===== src/rtl/wbram_pkg.sv =====
// ---------------------------------------------------------------------------
// wbram_pkg
// Shared definitions for the weight-BRAM writer and its read-side partner:
//   - wr_state_t      : writer FSM state encoding
//   - BUF_DEPTH       : words per bank per buffer (default geometry)
//   - MAX_LAYER_BEATS : maximum beats per layer (default geometry)
//   - ptr_full()      : double-buffer full test on 2-bit wrap-bit pointers
// ---------------------------------------------------------------------------
package wbram_pkg;

  localparam int DEF_NUM_BANKS   = 16;
  localparam int DEF_WBRAM_DEPTH = 112;
  localparam int BUF_DEPTH       = DEF_WBRAM_DEPTH / 2;
  localparam int MAX_LAYER_BEATS = DEF_NUM_BANKS * BUF_DEPTH;

  typedef enum logic [1:0] {
    IDLE       = 2'd0,
    WAIT_SPACE = 2'd1,
    WRITE      = 2'd2,
    PUBLISH    = 2'd3
  } wr_state_t;

  // Same buffer index but opposite wrap bit: both buffers hold unread layers.
  function automatic logic ptr_full(input logic [1:0] wr, input logic [1:0] rd);
    return (wr[0] == rd[0]) && (wr[1] != rd[1]);
  endfunction

endpackage


===== src/rtl/wbram_addr_gen.sv =====
// ---------------------------------------------------------------------------
// wbram_addr_gen
// Round-robin bank / word address generator for one layer.
// Ports:
//   clk, rst_n   : clock, async active-low reset
//   clear        : restart at bank 0, word 0 (start of a layer)
//   step         : one beat accepted; advance to the next bank
//   buf_sel      : buffer half being written (0 -> base 0, 1 -> base depth/2)
//   addr         : port-A address for the current beat
//   bank_onehot  : one-hot bank select for the current beat
// ---------------------------------------------------------------------------
module wbram_addr_gen
  import wbram_pkg::*;
#(
  parameter  int NUM_BANKS   = 16,
  parameter  int WBRAM_DEPTH = 112,
  localparam int AW          = $clog2(WBRAM_DEPTH),
  localparam int BKW         = (NUM_BANKS > 1) ? $clog2(NUM_BANKS) : 1
)(
  input  logic                 clk,
  input  logic                 rst_n,
  input  logic                 clear,
  input  logic                 step,
  input  logic                 buf_sel,
  output logic [AW-1:0]        addr,
  output logic [NUM_BANKS-1:0] bank_onehot
);

  logic [BKW-1:0] bank_cnt_r;
  logic [AW-1:0]  word_cnt_r;

  // Bank counter walks all banks before the word counter advances.
  always_ff @(posedge clk or negedge rst_n) begin
    if (!rst_n) begin
      bank_cnt_r <= {BKW{1'b0}};
      word_cnt_r <= {AW{1'b0}};
    end else if (clear) begin
      bank_cnt_r <= {BKW{1'b0}};
      word_cnt_r <= {AW{1'b0}};
    end else if (step) begin
      if (bank_cnt_r == BKW'(NUM_BANKS - 1)) begin
        bank_cnt_r <= {BKW{1'b0}};
        word_cnt_r <= word_cnt_r + AW'(1);
      end else begin
        bank_cnt_r <= bank_cnt_r + BKW'(1);
      end
    end
  end

  // Buffer base plus word offset; bank decode to one-hot.
  always_comb begin
    addr        = (buf_sel ? AW'(WBRAM_DEPTH / 2) : {AW{1'b0}}) + word_cnt_r;
    bank_onehot = {{(NUM_BANKS-1){1'b0}}, 1'b1} << bank_cnt_r;
  end

endmodule


===== src/rtl/wbram_stream_writer.sv =====
// ---------------------------------------------------------------------------
// wbram_stream_writer
// Writes AXI-Stream weight words round-robin across NUM_BANKS weight-BRAM
// banks (port A), one layer per buffer half, and publishes the write pointer
// to the read controller after each completed layer.
// Ports:
//   cfg_beats/cfg_valid/cfg_ready          : per-layer beat count
//   s_tdata/s_tvalid/s_tready/s_tlast      : weight stream
//   addrA/diA/enaA/weA                     : BRAM port A (write latency 1)
//   wr_pointer_data/valid/ready            : published write pointer
//   rd_pointer_data/valid                  : reader's read pointer updates
//   err_tlast                              : sticky tlast framing error
// ---------------------------------------------------------------------------
module wbram_stream_writer
  import wbram_pkg::*;
#(
  parameter  int STREAM_WIDTH = 128,
  parameter  int NUM_BANKS    = 16,
  parameter  int WBRAM_DEPTH  = 112,
  parameter  int BW           = $clog2(NUM_BANKS * (WBRAM_DEPTH / 2) + 1),
  localparam int AW           = $clog2(WBRAM_DEPTH)
)(
  input  logic                    clk,
  input  logic                    rst_n,
  input  logic [BW-1:0]           cfg_beats,
  input  logic                    cfg_valid,
  output logic                    cfg_ready,
  input  logic [STREAM_WIDTH-1:0] s_tdata,
  input  logic                    s_tvalid,
  output logic                    s_tready,
  input  logic                    s_tlast,
  output logic [AW-1:0]           addrA,
  output logic [STREAM_WIDTH-1:0] diA,
  output logic [NUM_BANKS-1:0]    enaA,
  output logic [NUM_BANKS-1:0]    weA,
  output logic [1:0]              wr_pointer_data,
  output logic                    wr_pointer_valid,
  input  logic                    wr_pointer_ready,
  input  logic [1:0]              rd_pointer_data,
  input  logic                    rd_pointer_valid,
  output logic                    err_tlast
);

  wr_state_t             state_r, state_n;
  logic [1:0]            wr_ptr_r, rd_ptr_local_r;
  logic [BW-1:0]         cfg_beats_r, beat_cnt_r;
  logic                  cfg_ready_r, s_tready_r, ptr_valid_r, err_tlast_r;
  logic [1:0]            ptr_data_r;
  logic [AW-1:0]         addr_r;
  logic [STREAM_WIDTH-1:0] di_r;
  logic [NUM_BANKS-1:0]  ena_r;

  logic                  cfg_take_s, accept_s, last_s, full_s, pub_hs_s;
  logic [1:0]            rd_eff_s;
  logic [AW-1:0]         wr_addr_s;
  logic [NUM_BANKS-1:0]  bank_onehot_s;

  wbram_addr_gen #(
    .NUM_BANKS   (NUM_BANKS),
    .WBRAM_DEPTH (WBRAM_DEPTH)
  ) u_addr_gen (
    .clk         (clk),
    .rst_n       (rst_n),
    .clear       (cfg_take_s),
    .step        (accept_s),
    .buf_sel     (wr_ptr_r[0]),
    .addr        (wr_addr_s),
    .bank_onehot (bank_onehot_s)
  );

  // Handshake decodes; full uses this cycle's read-pointer update so a
  // release arriving while waiting lets the write start on the next cycle.
  always_comb begin
    cfg_take_s = (state_r == IDLE) && cfg_valid && cfg_ready_r;
    accept_s   = (state_r == WRITE) && s_tvalid && s_tready_r;
    last_s     = (beat_cnt_r == (cfg_beats_r - BW'(1)));
    pub_hs_s   = (state_r == PUBLISH) && ptr_valid_r && wr_pointer_ready;
    rd_eff_s   = rd_pointer_valid ? rd_pointer_data : rd_ptr_local_r;
    full_s     = ptr_full(wr_ptr_r, rd_eff_s);
  end

  // Next-state logic.
  always_comb begin
    state_n = state_r;
    case (state_r)
      IDLE: begin
        if (cfg_take_s) state_n = WAIT_SPACE;
        else            state_n = IDLE;
      end
      WAIT_SPACE: begin
        if (!full_s) state_n = WRITE;
        else         state_n = WAIT_SPACE;
      end
      WRITE: begin
        if (accept_s && last_s) state_n = PUBLISH;
        else                    state_n = WRITE;
      end
      PUBLISH: begin
        if (pub_hs_s) state_n = IDLE;
        else          state_n = PUBLISH;
      end
      default: state_n = IDLE;
    endcase
  end

  // State, ready flags (registered from next state), pointers and counters.
  always_ff @(posedge clk or negedge rst_n) begin
    if (!rst_n) begin
      state_r        <= IDLE;
      cfg_ready_r    <= 1'b1;
      s_tready_r     <= 1'b0;
      wr_ptr_r       <= 2'd0;
      rd_ptr_local_r <= 2'd0;
      cfg_beats_r    <= {BW{1'b0}};
      beat_cnt_r     <= {BW{1'b0}};
      err_tlast_r    <= 1'b0;
    end else begin
      state_r     <= state_n;
      cfg_ready_r <= (state_n == IDLE);
      s_tready_r  <= (state_n == WRITE);
      if (rd_pointer_valid) rd_ptr_local_r <= rd_pointer_data;
      if (pub_hs_s) wr_ptr_r <= wr_ptr_r + 2'd1;
      if (cfg_take_s) begin
        cfg_beats_r <= cfg_beats;
        beat_cnt_r  <= {BW{1'b0}};
      end else if (accept_s) begin
        beat_cnt_r  <= beat_cnt_r + BW'(1);
      end
      // tlast must coincide exactly with the counted final beat.
      if (accept_s && (s_tlast != last_s)) err_tlast_r <= 1'b1;
    end
  end

  // BRAM port-A strobe: one cycle per accepted beat; address/data hold.
  always_ff @(posedge clk or negedge rst_n) begin
    if (!rst_n) begin
      addr_r <= {AW{1'b0}};
      di_r   <= {STREAM_WIDTH{1'b0}};
      ena_r  <= {NUM_BANKS{1'b0}};
    end else if (accept_s) begin
      addr_r <= wr_addr_s;
      di_r   <= s_tdata;
      ena_r  <= bank_onehot_s;
    end else begin
      ena_r  <= {NUM_BANKS{1'b0}};
    end
  end

  // Pointer publication: valid rises one cycle after entering PUBLISH, i.e.
  // the cycle after the last write strobe is visible on port A.
  always_ff @(posedge clk or negedge rst_n) begin
    if (!rst_n) begin
      ptr_valid_r <= 1'b0;
      ptr_data_r  <= 2'd0;
    end else if (pub_hs_s) begin
      ptr_valid_r <= 1'b0;
    end else if ((state_r == PUBLISH) && !ptr_valid_r) begin
      ptr_valid_r <= 1'b1;
      ptr_data_r  <= wr_ptr_r + 2'd1;
    end
  end

  assign cfg_ready        = cfg_ready_r;
  assign s_tready         = s_tready_r;
  assign addrA            = addr_r;
  assign diA              = di_r;
  assign enaA             = ena_r;
  assign weA              = ena_r;
  assign wr_pointer_data  = ptr_data_r;
  assign wr_pointer_valid = ptr_valid_r;
  assign err_tlast        = err_tlast_r;

endmodule


===== config.mk =====
export PLATFORM = sky130hd
export DESIGN_NAME = wbram_stream_writer
export DESIGN_NICKNAME = d
export VERILOG_FILES = /design/src/rtl/wbram_pkg.sv /design/src/rtl/wbram_addr_gen.sv /design/src/rtl/wbram_stream_writer.sv
export SDC_FILE = /design/constraint.sdc
export NUM_CORES = 1
export LEC_CHECK = 0
export CAP_MARGIN = 25
export CORE_MARGIN = 10
export CORE_UTILIZATION = 35
export CTS_BUF_LIST = sky130_fd_sc_hd__clkbuf_4 sky130_fd_sc_hd__clkbuf_8 sky130_fd_sc_hd__clkbuf_16
export DETAILED_ROUTE_END_ITERATION = 7
export DONT_BUFFER_PORTS = 1
export REMOVE_ABC_BUFFERS = 1
export SYNTH_ARGS = -nofsm -noshare
export SYNTH_HDL_FRONTEND = slang
export SYNTH_HIERARCHICAL = 1
export SYNTH_SLANG_ARGS = --single-unit

===== constraint.sdc =====
create_clock -name clk -period 2.2 [get_ports clk]
set_input_delay 0.44 -clock clk [delete_from_list [all_inputs] [get_ports clk]]
set_output_delay 0.44 -clock clk [all_outputs]
set_load 0.05 [all_outputs]

## Word level (Yosys, flattened, before mapping)

Index checks and enable logic that the tools add are counted.

- Reduce and logical (&&, ||, !) cells: 18
- Bitwise operators: 1
- $add $sub $neg: 6
- Muxes and demuxes: 18
- Equal/unequal tests: 9
- Shift-type cells: 1

Operators by type and width:

| operator | number |
|---|---|
| 7-bit 2-to-1 mux | 3 |
| 10-bit 2-to-1 mux | 2 |
| 16-bit 2-to-1 mux | 1 |
| 1-bit by 4-bit left shift with 16-bit output, first input constant | 1 |
| 4-bit 2-to-1 mux | 3 |
| 10-bit by 1-bit adder with 10-bit output, second input constant | 1 |
| 10-bit == test | 1 |
| 1-bit logical AND | 10 |
| 10-bit by 1-bit subtractor with 10-bit output, second input constant | 1 |
| 2-bit case mux with 4 select lines | 1 |
| 7-bit by 1-bit adder with 7-bit output, second input constant | 1 |
| 7-bit adder | 1 |
| 2-bit == test, second input constant | 3 |
| 2-bit 2-to-1 mux | 3 |
| 6-bit 2-to-1 mux | 1 |
| 2-bit nonzero test | 3 |
| 4-bit by 1-bit adder with 4-bit output, second input constant | 1 |
| 4-bit == test, second input constant | 1 |
| 2-bit zero test | 2 |
| 1-bit 2-to-1 mux | 4 |
| 2-bit AND reduction | 2 |
| 2-bit by 1-bit adder with 2-bit output, second input constant | 1 |
| 2-bit by 1-bit == test with 1-bit output, second input constant | 1 |
| 1-bit != test | 2 |
| other kinds (3) | 3 |

- Register bits after elaboration: 194

## Logic depth before layout (Yosys ltp)

Gate-level depths: netlist of the first run.

- Depth in word-level cells: 7
- Gate-level depth with buffers: 9

## By module

Netlist of the first run, hierarchy kept.

By module, submodules not included:

| module | instances | cells an instance | area an instance (sq um) |
|---|---|---|---|
| wbram_stream_writer | 1 | 799 | 7440.9 |
| wbram_addr_gen | 1 | 102 | 889.6 |

## Least setup slack after synthesis of the first run

OpenSTA, ideal clock, no wires.

- Path type: register to register
- Start point: register s_tready_r (netlist: s_tready)
- End point: register u_addr_gen.word_cnt_r[5]
- Period minus slack after synthesis: 2.514 ns
- Arrival: 2.436 ns
- Stages on the path, launching flop included: 9
- Data required time: 2.122 ns
- Path buffers: 3
- Setup time: 0.078 ns
- Path slack: -0.314 ns
- Cells stage by stage: dfrtp_1 nand4b_1 clkinv_1 clkbuf_1 clkbuf_1 buf_6 a41oi_2 or4_1 a21oi_1

- Word-level cells in the longest chain between the ends: 3

RTL lines:

| element | RTL line | source |
|---|---|---|
| start, declared | wbram_stream_writer.sv:47 | `logic cfg_ready_r, s_tready_r, ptr_valid_r, err_tlast_r;` |
| start signal, assigned | wbram_stream_writer.sv:120 | `s_tready_r <= (state_n == WRITE);` |
| 1-bit logical AND | wbram_stream_writer.sv:75 | `accept_s = (state_r == WRITE) && s_tvalid && s_tready_r;` |
| net accept_s | wbram_stream_writer.sv:53 | `logic cfg_take_s, accept_s, last_s, full_s, pub_hs_s;` |
| 2-bit nonzero test (no source line) | -- |  |
| 2-bit AND reduction (no source line) | -- |  |
| end signal, assigned | wbram_addr_gen.sv:36 | `word_cnt_r <= {AW{1'b0}};` |
| end signal, assigned | wbram_addr_gen.sv:39 | `word_cnt_r <= {AW{1'b0}};` |
| end signal, assigned | wbram_addr_gen.sv:43 | `word_cnt_r <= word_cnt_r + AW'(1);` |
| end, declared | wbram_addr_gen.sv:30 | `logic [AW-1:0] word_cnt_r;` |

The timed path passes the listed nets, and every way through them passes these cells.
A chain may end at the register's enable or synchronous reset.

## Final worst setup path of the first run

- Start point: register cfg_beats_r[1]
- End point: register s_tready_r (netlist: s_tready)

- Word-level cells in the longest chain between the ends: 6

RTL lines:

| element | RTL line | source |
|---|---|---|
| start, declared | wbram_stream_writer.sv:46 | `logic [BW-1:0] cfg_beats_r, beat_cnt_r;` |
| start signal, assigned | wbram_stream_writer.sv:114 | `cfg_beats_r <= {BW{1'b0}};` |
| start signal, assigned | wbram_stream_writer.sv:124 | `cfg_beats_r <= cfg_beats;` |
| 10-bit by 1-bit subtractor with 10-bit output | wbram_stream_writer.sv:76 | `last_s = (beat_cnt_r == (cfg_beats_r - BW'(1)));` |
| 10-bit == test | wbram_stream_writer.sv:76 |  |
| 1-bit logical AND | wbram_stream_writer.sv:95 | `if (accept_s && last_s) state_n = PUBLISH;` |
| 1-bit 2-to-1 mux | wbram_stream_writer.sv:95 |  |
| 2-bit case mux with 4 select lines | wbram_stream_writer.sv:85 | `case (state_r)` |
| 2-bit == test | wbram_stream_writer.sv:120 |  |

Every way passes these cells.

==> results of run 1 <==
==> repair_timing <==
| item | CTS | global route |
|---|---|---|
| pin swaps | 13 | 9 |
| setup buffers | 5 | 0 |
| endpoints found under the hold margin | 194 | 194 |
| setup endpoints to repair | 4 | 4 |
| resized for setup | 12 | 7 |
==> stage by stage <==
stage / utilization, % / area (sq um)
2_1_floorplan: - / 7990
3_3_place_gp: 37.1 / 8710
3_5_place_dp: 37.1 / 8710
4_1_cts: 39.8 / 9350
5_1_grt: 40.0 / 9400
6_report: 40.0 / 9400
==> kinds of logic after synthesis <==
kind of cell / synth area share (%)
AND/OR/NAND/NOR: 27.1
flip-flops: 58.3
buffers and inverters: 4.64
AO/OA/AOI/OAI: 3.71
XOR/XNOR: 2.63
adder cells (fa/ha/maj): 2.04
multiplexers: 1.59
==> state kept, by name, indices dropped and copies added (netlist names), 2 cells and up <==
name / count
diA: 128
enaA: 16
beat_cnt_r: 10
cfg_beats_r: 10
addrA: 7
u_addr_gen/word_cnt_r: 7
u_addr_gen/bank_cnt_r: 4
rd_ptr_local_r: 2
state_r: 2
wr_pointer_data: 2
wr_ptr_r: 2
==> synth_stat cells, drive strengths merged, types with 4 or more instances <==
master / number
and3: 7
nor3: 8
o21ai: 13
or3: 7
xor2: 12
nor2b: 5
mux2: 10
nand3: 8
xnor2: 13
buf: 25
nor2: 20
or4: 4
dfrtp: 193
ha: 12
clkbuf: 40
nand2: 423
and2: 29
inv: 12
a21oi: 13
nand2b: 6
==> power breakdown <==
group,internal [mW],switching [mW],total [mW]
Combinational,1.41,1.95,3.36
Sequential,4.84,5.28,10.1
Clock,1.48,1.45,2.93
Total,7.74,8.68,16.4
==> routing by layer <==
metal | global-route usage [%] | wire length [um] | share of wire [%] | vias to the layer above
met5 | 0 | 13 | 0.058 | -
met4 | 3.53 | 280 | 1.3 | 2
met3 | 5.89 | 2110 | 9.5 | 20
met2 | 24.3 | 11200 | 50 | 196
met1 | 16.7 | 8640 | 39 | 2859
li1 | - | - | - | 2815
==> cell type report <==
cell class	instances	area (sq um)	share of cell area, %
multi-input cells	629	3180	33.8
repair buffers	44	359	3.82
clock inverters	13	124	1.32
diodes	1	2.50	0.0266
flip-flops and latches	194	4860	51.7
clock buffers	17	425	4.53
inverters	13	51.3	0.546
well taps	319	399	4.25
==> cells in the final DEF (no fill, tap or decap), drive strengths merged, types with 3 or more instances in the layout <==
| cell type | n |
|---|---|
| nand2b | 6 |
| and2 | 29 |
| buf | 44 |
| or3 | 7 |
| ha | 12 |
| inv | 18 |
| a21oi | 13 |
| nand3 | 8 |
| nor2b | 5 |
| xor2 | 12 |
| o21ai | 13 |
| xnor2 | 13 |
| mux2 | 10 |
| nor2 | 20 |
| clkbuf | 17 |
| dfrtp | 193 |
| nand2 | 423 |
| or4 | 4 |
| nor4 | 3 |
| nor3 | 8 |
| clkinv | 4 |
| clkinvlp | 4 |
| nand4 | 3 |
| and3 | 7 |
==> worst register-to-register path: stages, from the launching register on <==
cell and delay, ps:
dfrtp_1 410, inv_2 90, ha_4 120, or4b_4 460, buf_4 170, nor4_2 160
a32oi_2 180, and2_4 180, nor3_2 230, a211oi_1 100
==> path summary, 6_finish.rpt <==
path                           startpoint     endpoint
setup / recovery           cfg_beats_r[1]     s_tready
hold / removal                      rst_n      diA[57]
setup reg to reg           cfg_beats_r[1]     s_tready
hold reg to reg               wr_ptr_r[1]  wr_ptr_r[1]
max in group asynchronous           rst_n      diA[42]
min in group clk              s_tdata[54]      diA[54]
==> impl_metrics.json, run 1 <==
{
  "max-cap-violations": 0,
  "async_flop_share_pct": 100,
  "layout-drive-gt1-share_pct": 11.6,
  "cts_tree": "yes",
  "clkSinkCount": 194,
  "h-tree-depth": 4,
  "remaining_drc_errors": 0,
  "syn-cell-area_sq_mm": 0.00833,
  "grt_setup_unrepaired": "true",
  "crit_buf_inv": 2,
  "chipWidth_um": 174,
  "min_path_type": "input port to async pin",
  "slowest_delay_ps": 460,
  "clk_latency_ps": 430,
  "cp.depth": 9,
  "synth.largest_area_cell": "dfrtp_1",
  "antenna_found_initial": 2,
  "max_freq_mhz": 446,
  "status": "finished, violations left",
  "slowest_stage": "or4b_4",
  "clock_path_buffers": 2,
  "syn2layout_area_growth_pct": 12.8,
  "yosysSeqAreaShare_pct": 58.3,
  "path_max_fanout": 4,
  "required_ps": 2470,
  "wl_per_cell_um": 18.1,
  "synth_edf_count": 0,
  "cp_data_arrival_time_ps": 2520,
  "core_sq_mm": 0.0235,
  "irDropWorstVdd_v": 0.000679,
  "dpl.hpwl_um": 15800,
  "clkTransAtPathRegs_ps": 80,
  "skew_ps": 15.8,
  "io_buffer_count": 0,
  "reg2reg_slack_ps": -40,
  "setup_slack_ps": -43.7,
  "worst_setup_path_start_kind": "register",
  "globalplace.congestion": 0.829,
  "grt_usage_pct": 14.4,
  "yosysTopAreaCellShare_pct": 58.0,
  "power_mw": 16.4,
  "grt_pass1_vias": 5957,
  "crit_type": "register to register",
  "die_h_um": 174,
  "numCtsBuffers": 17,
  "relSlewSlack_pct": 60.3,
  "dieArea_sq_mm": 0.0304,
  "finalCritPeriodShare_pct": 102,
  "violations": "hold timing, setup timing",
  "ys.flop_type": "dfrtp_1",
  "fillers": 2332,
  "instances_no_fill": 1230,
  "finalWirelength_um": 22300,
  "fin_crit_ps": 2240,
  "cts-root-buf": "clkbuf_16",
  "slew_viol_final": 0,
  "power_density_mw_per_mm2": 1750,
  "syn_avg_cell_area_sq_um": 9.25,
  "synthCells": 901,
  "r2r_cells": 9,
  "row_count": 56,
  "grt_overflow": 0,
  "tns_ps": -95.4,
  "place_inst": 1194,
  "finalSetupViolCount": 4,
  "drtIter0Drc": 456,
  "yosysWarnings": 6,
  "ant_nets": 0,
  "grt_max_degree": 195,
  "synth_cell_types": 51,
  "vias": 5892,
  "worstMarginPinSlew_ps": 596,
  "dr.pass1.iters": 4,
  "io_pins": 320,
  "timing.hold.ws_ps": -292,
  "crit_chain": "inv_2 -> ha_4 -> or4b_4 -> buf_4 -> nor4_2 -> a32oi_2 -> and2_4 -> nor3_2 -> a211oi_1",
  "synth_area_leaders": "dfrtp_1, nand2_1, and2_1",
  "grt_pass1_wl_um": 35200,
  "endpoint_kind": "register",
  "power_leakage_nw": 4.74,
  "start_util_pct": 35.5,
  "crit_family": "simple AND/OR/NAND/NOR gates",
  "viasPerCell": 4.79,
  "fin_nets": 1059,
  "timing_hold_violations_final": 194,
  "dp_slack_ps": -61.4,
  "ys_ff_latch": 194
}
(Power assumes the default switching activity.)
==> inputs of run 2 (changes only) <==
- CORE_MARGIN: 10 -> unset
- MAX_ROUTING_LAYER: unset -> met4
- SLEW_MARGIN: unset -> 20
==> impl_metrics.json, run 2 (synthesis gave the netlist of run 1 again) <==
{
  "status": "finished, violations left",
  "violations": "hold timing, setup timing",
  "skew_ps": 11.9,
  "cts-root-buf": "clkbuf_16",
  "remaining_drc_errors": 0,
  "drtIter0Drc": 503,
  "finalCritPeriodShare_pct": 104,
  "globalplace.congestion": 0.785,
  "crit_type": "register to register",
  "rr_endpoint": "err_tlast",
  "antenna_found_initial": 1,
  "grt_overflow": 0,
  "place_inst": 1190,
  "path_max_fanout": 3,
  "grt_max_degree": 195,
  "slew_viol_final": 0,
  "ant_nets": 0,
  "placedInstanceArea_sq_mm": 0.00870,
  "seqPwrFrac_pct": 61.4,
  "irDropWorstVdd_v": 0.000628,
  "dpl.hpwl_um": 13000,
  "cp_data_arrival_time_ps": 2590,
  "max_freq_mhz": 438,
  "die_h_um": 156,
  "vias": 5804,
  "finalWirelength_um": 19500,
  "power_density_mw_per_mm2": 1740,
  "p_int_mw": 7.76,
  "instances_no_fill": 1227,
  "numCtsBuffers": 17,
  "clock_path_buffers": 2,
  "timing.hold.ws_ps": -299,
  "dp_slack_ps": -127,
  "layout_common_cells": "nand2_1, dfrtp_1, buf_4",
  "power_switching_mw": 8.62,
  "clkSinkCount": 194,
  "final_common_cell": "nand2_1",
  "viasPerCell": 4.73,
  "utilization_pct": 40.2,
  "r2r_cells": 8,
  "worstMarginPinSlew_ps": 654,
  "worst_setup_path_start_kind": "register",
  "fin_nets": 1055,
  "chipWidth_um": 156,
  "syn2layout_area_growth_pct": 12.9,
  "largest_reg_flops": 128,
  "grt_setup_unrepaired": "true",
  "layout-drive-gt1-share_pct": 11.5,
  "clkTransAtPathRegs_ps": 80,
  "reg2reg_slack_ps": -80,
  "p_sw_share_pct": 52.6,
  "clk_latency_ps": 430,
  "h-tree-depth": 4,
  "r2r-start": "cfg_beats_r[1]",
  "timing_hold_violations_final": 193,
  "setup_slack_ps": -84.9,
  "p_comb_share_pct": 20.3,
  "dr.pass1.iters": 5,
  "power_leakage_nw": 4.75,
  "required_ps": 2500,
  "fin_crit_ps": 2280,
  "io_pins": 320,
  "start_util_pct": 35.6,
  "dieArea_sq_mm": 0.0244,
  "io_buffer_count": 0,
  "core_sq_mm": 0.0234,
  "min_path_type": "input port to async pin",
  "cts_tree": "yes",
  "wl_per_cell_um": 15.9,
  "grt_pass1_vias": 5428,
  "relSlewSlack_pct": 56.4,
  "clock_power_share_pct": 18.3,
  "grt_usage_pct": 16.1,
  "endpoint_kind": "register",
  "max-cap-violations": 0,
  "finalSetupViolCount": 4,
  "row_count": 56,
  "grt_pass1_wl_um": 29800,
  "postLayoutCellArea_sq_mm": 0.00940
}
## run 2: cell count changes in the layout (fill, tap and decap cells not counted), moves of 2 or more
cell        previous run  this run
clkinvlp_4             4         1
buf_4                 41        37
nor3_4                 0         2
a211oi_1               2         0
inv_8                  3         5
nor3_2                 2         0
a211oi_2               0         2
## run 2: worst max-delay path: stages, from the launching register on
cell       delay [ps]
dfrtp_1           390
inv_2              90
ha_4              130
or4b_4            460
or4b_4            500
a32oi_4           270
a2111oi_2          70
mux2i_1           160
nand3_1            80
## run 2: how the worst max path moves through the flow
stage | start | to | cells after the start
after floorplan | s_tready | beat_cnt_r[7] | 7
after global placement | cfg_beats_r[0] | s_tready | 7
after detailed placement | cfg_beats_r[0] | s_tready | 7
after CTS | cfg_beats_r[1] | err_tlast | 8
after global routing | cfg_beats_r[0] | s_tready | 9
final | cfg_beats_r[1] | err_tlast | 8
## run 2: through the flow
stage | power, mW | TNS [ps]
finish | 16.4 | -193
global route | 17.3 | -580
CTS | 16.5 | -204
detailed placement | 13.3 | -391
global placement | 13.2 | -185
floorplan | 12.2 | -939790
## run 2: layout make-up
| type | instances | area (sq um) |
|---|---|---|
| inverters | 13 | 53.8 |
| repair buffers | 40 | 338 |
| well taps | 319 | 399 |
| flip-flops and latches | 194 | 4860 |
| multi-input cells | 629 | 3190 |
| clock buffers | 18 | 439 |
| diodes | 1 | 2.50 |
| fillers | 2362 | 14000 |
| clock inverters | 13 | 121 |
## run 2: power by group through the flow
| stage | Clock (mW) | Combinational [mW] | Sequential (mW) |
|---|---|---|---|
| 3_5_place_dp | 0 | 3.17 | 10.1 |
| 6_report | 3.00 | 3.33 | 10.0 |
| 4_1_cts | 3.12 | 3.33 | 10.1 |
| 2_1_floorplan | 0 | 2.28 | 9.91 |
| 3_3_place_gp | 0 | 3.06 | 10.1 |
| 5_1_grt | 3.27 | 3.82 | 10.3 |
## run 2: routing by layer
layer	GRT usage, %	vias up	wire (um)
met1	18.7	2802	7910
met4	5.04	0	258
li1	-	2800	-
met3	5.15	20	1480
met2	26.4	182	9860
met5	-	-	0
## run 2: timing repair
item,4_1_cts,5_1_grt
gates resized for setup,15,6
pin swaps,13,8
endpoints found under the hold margin,194,194
setup endpoints to repair,4,6
setup buffers,4,1
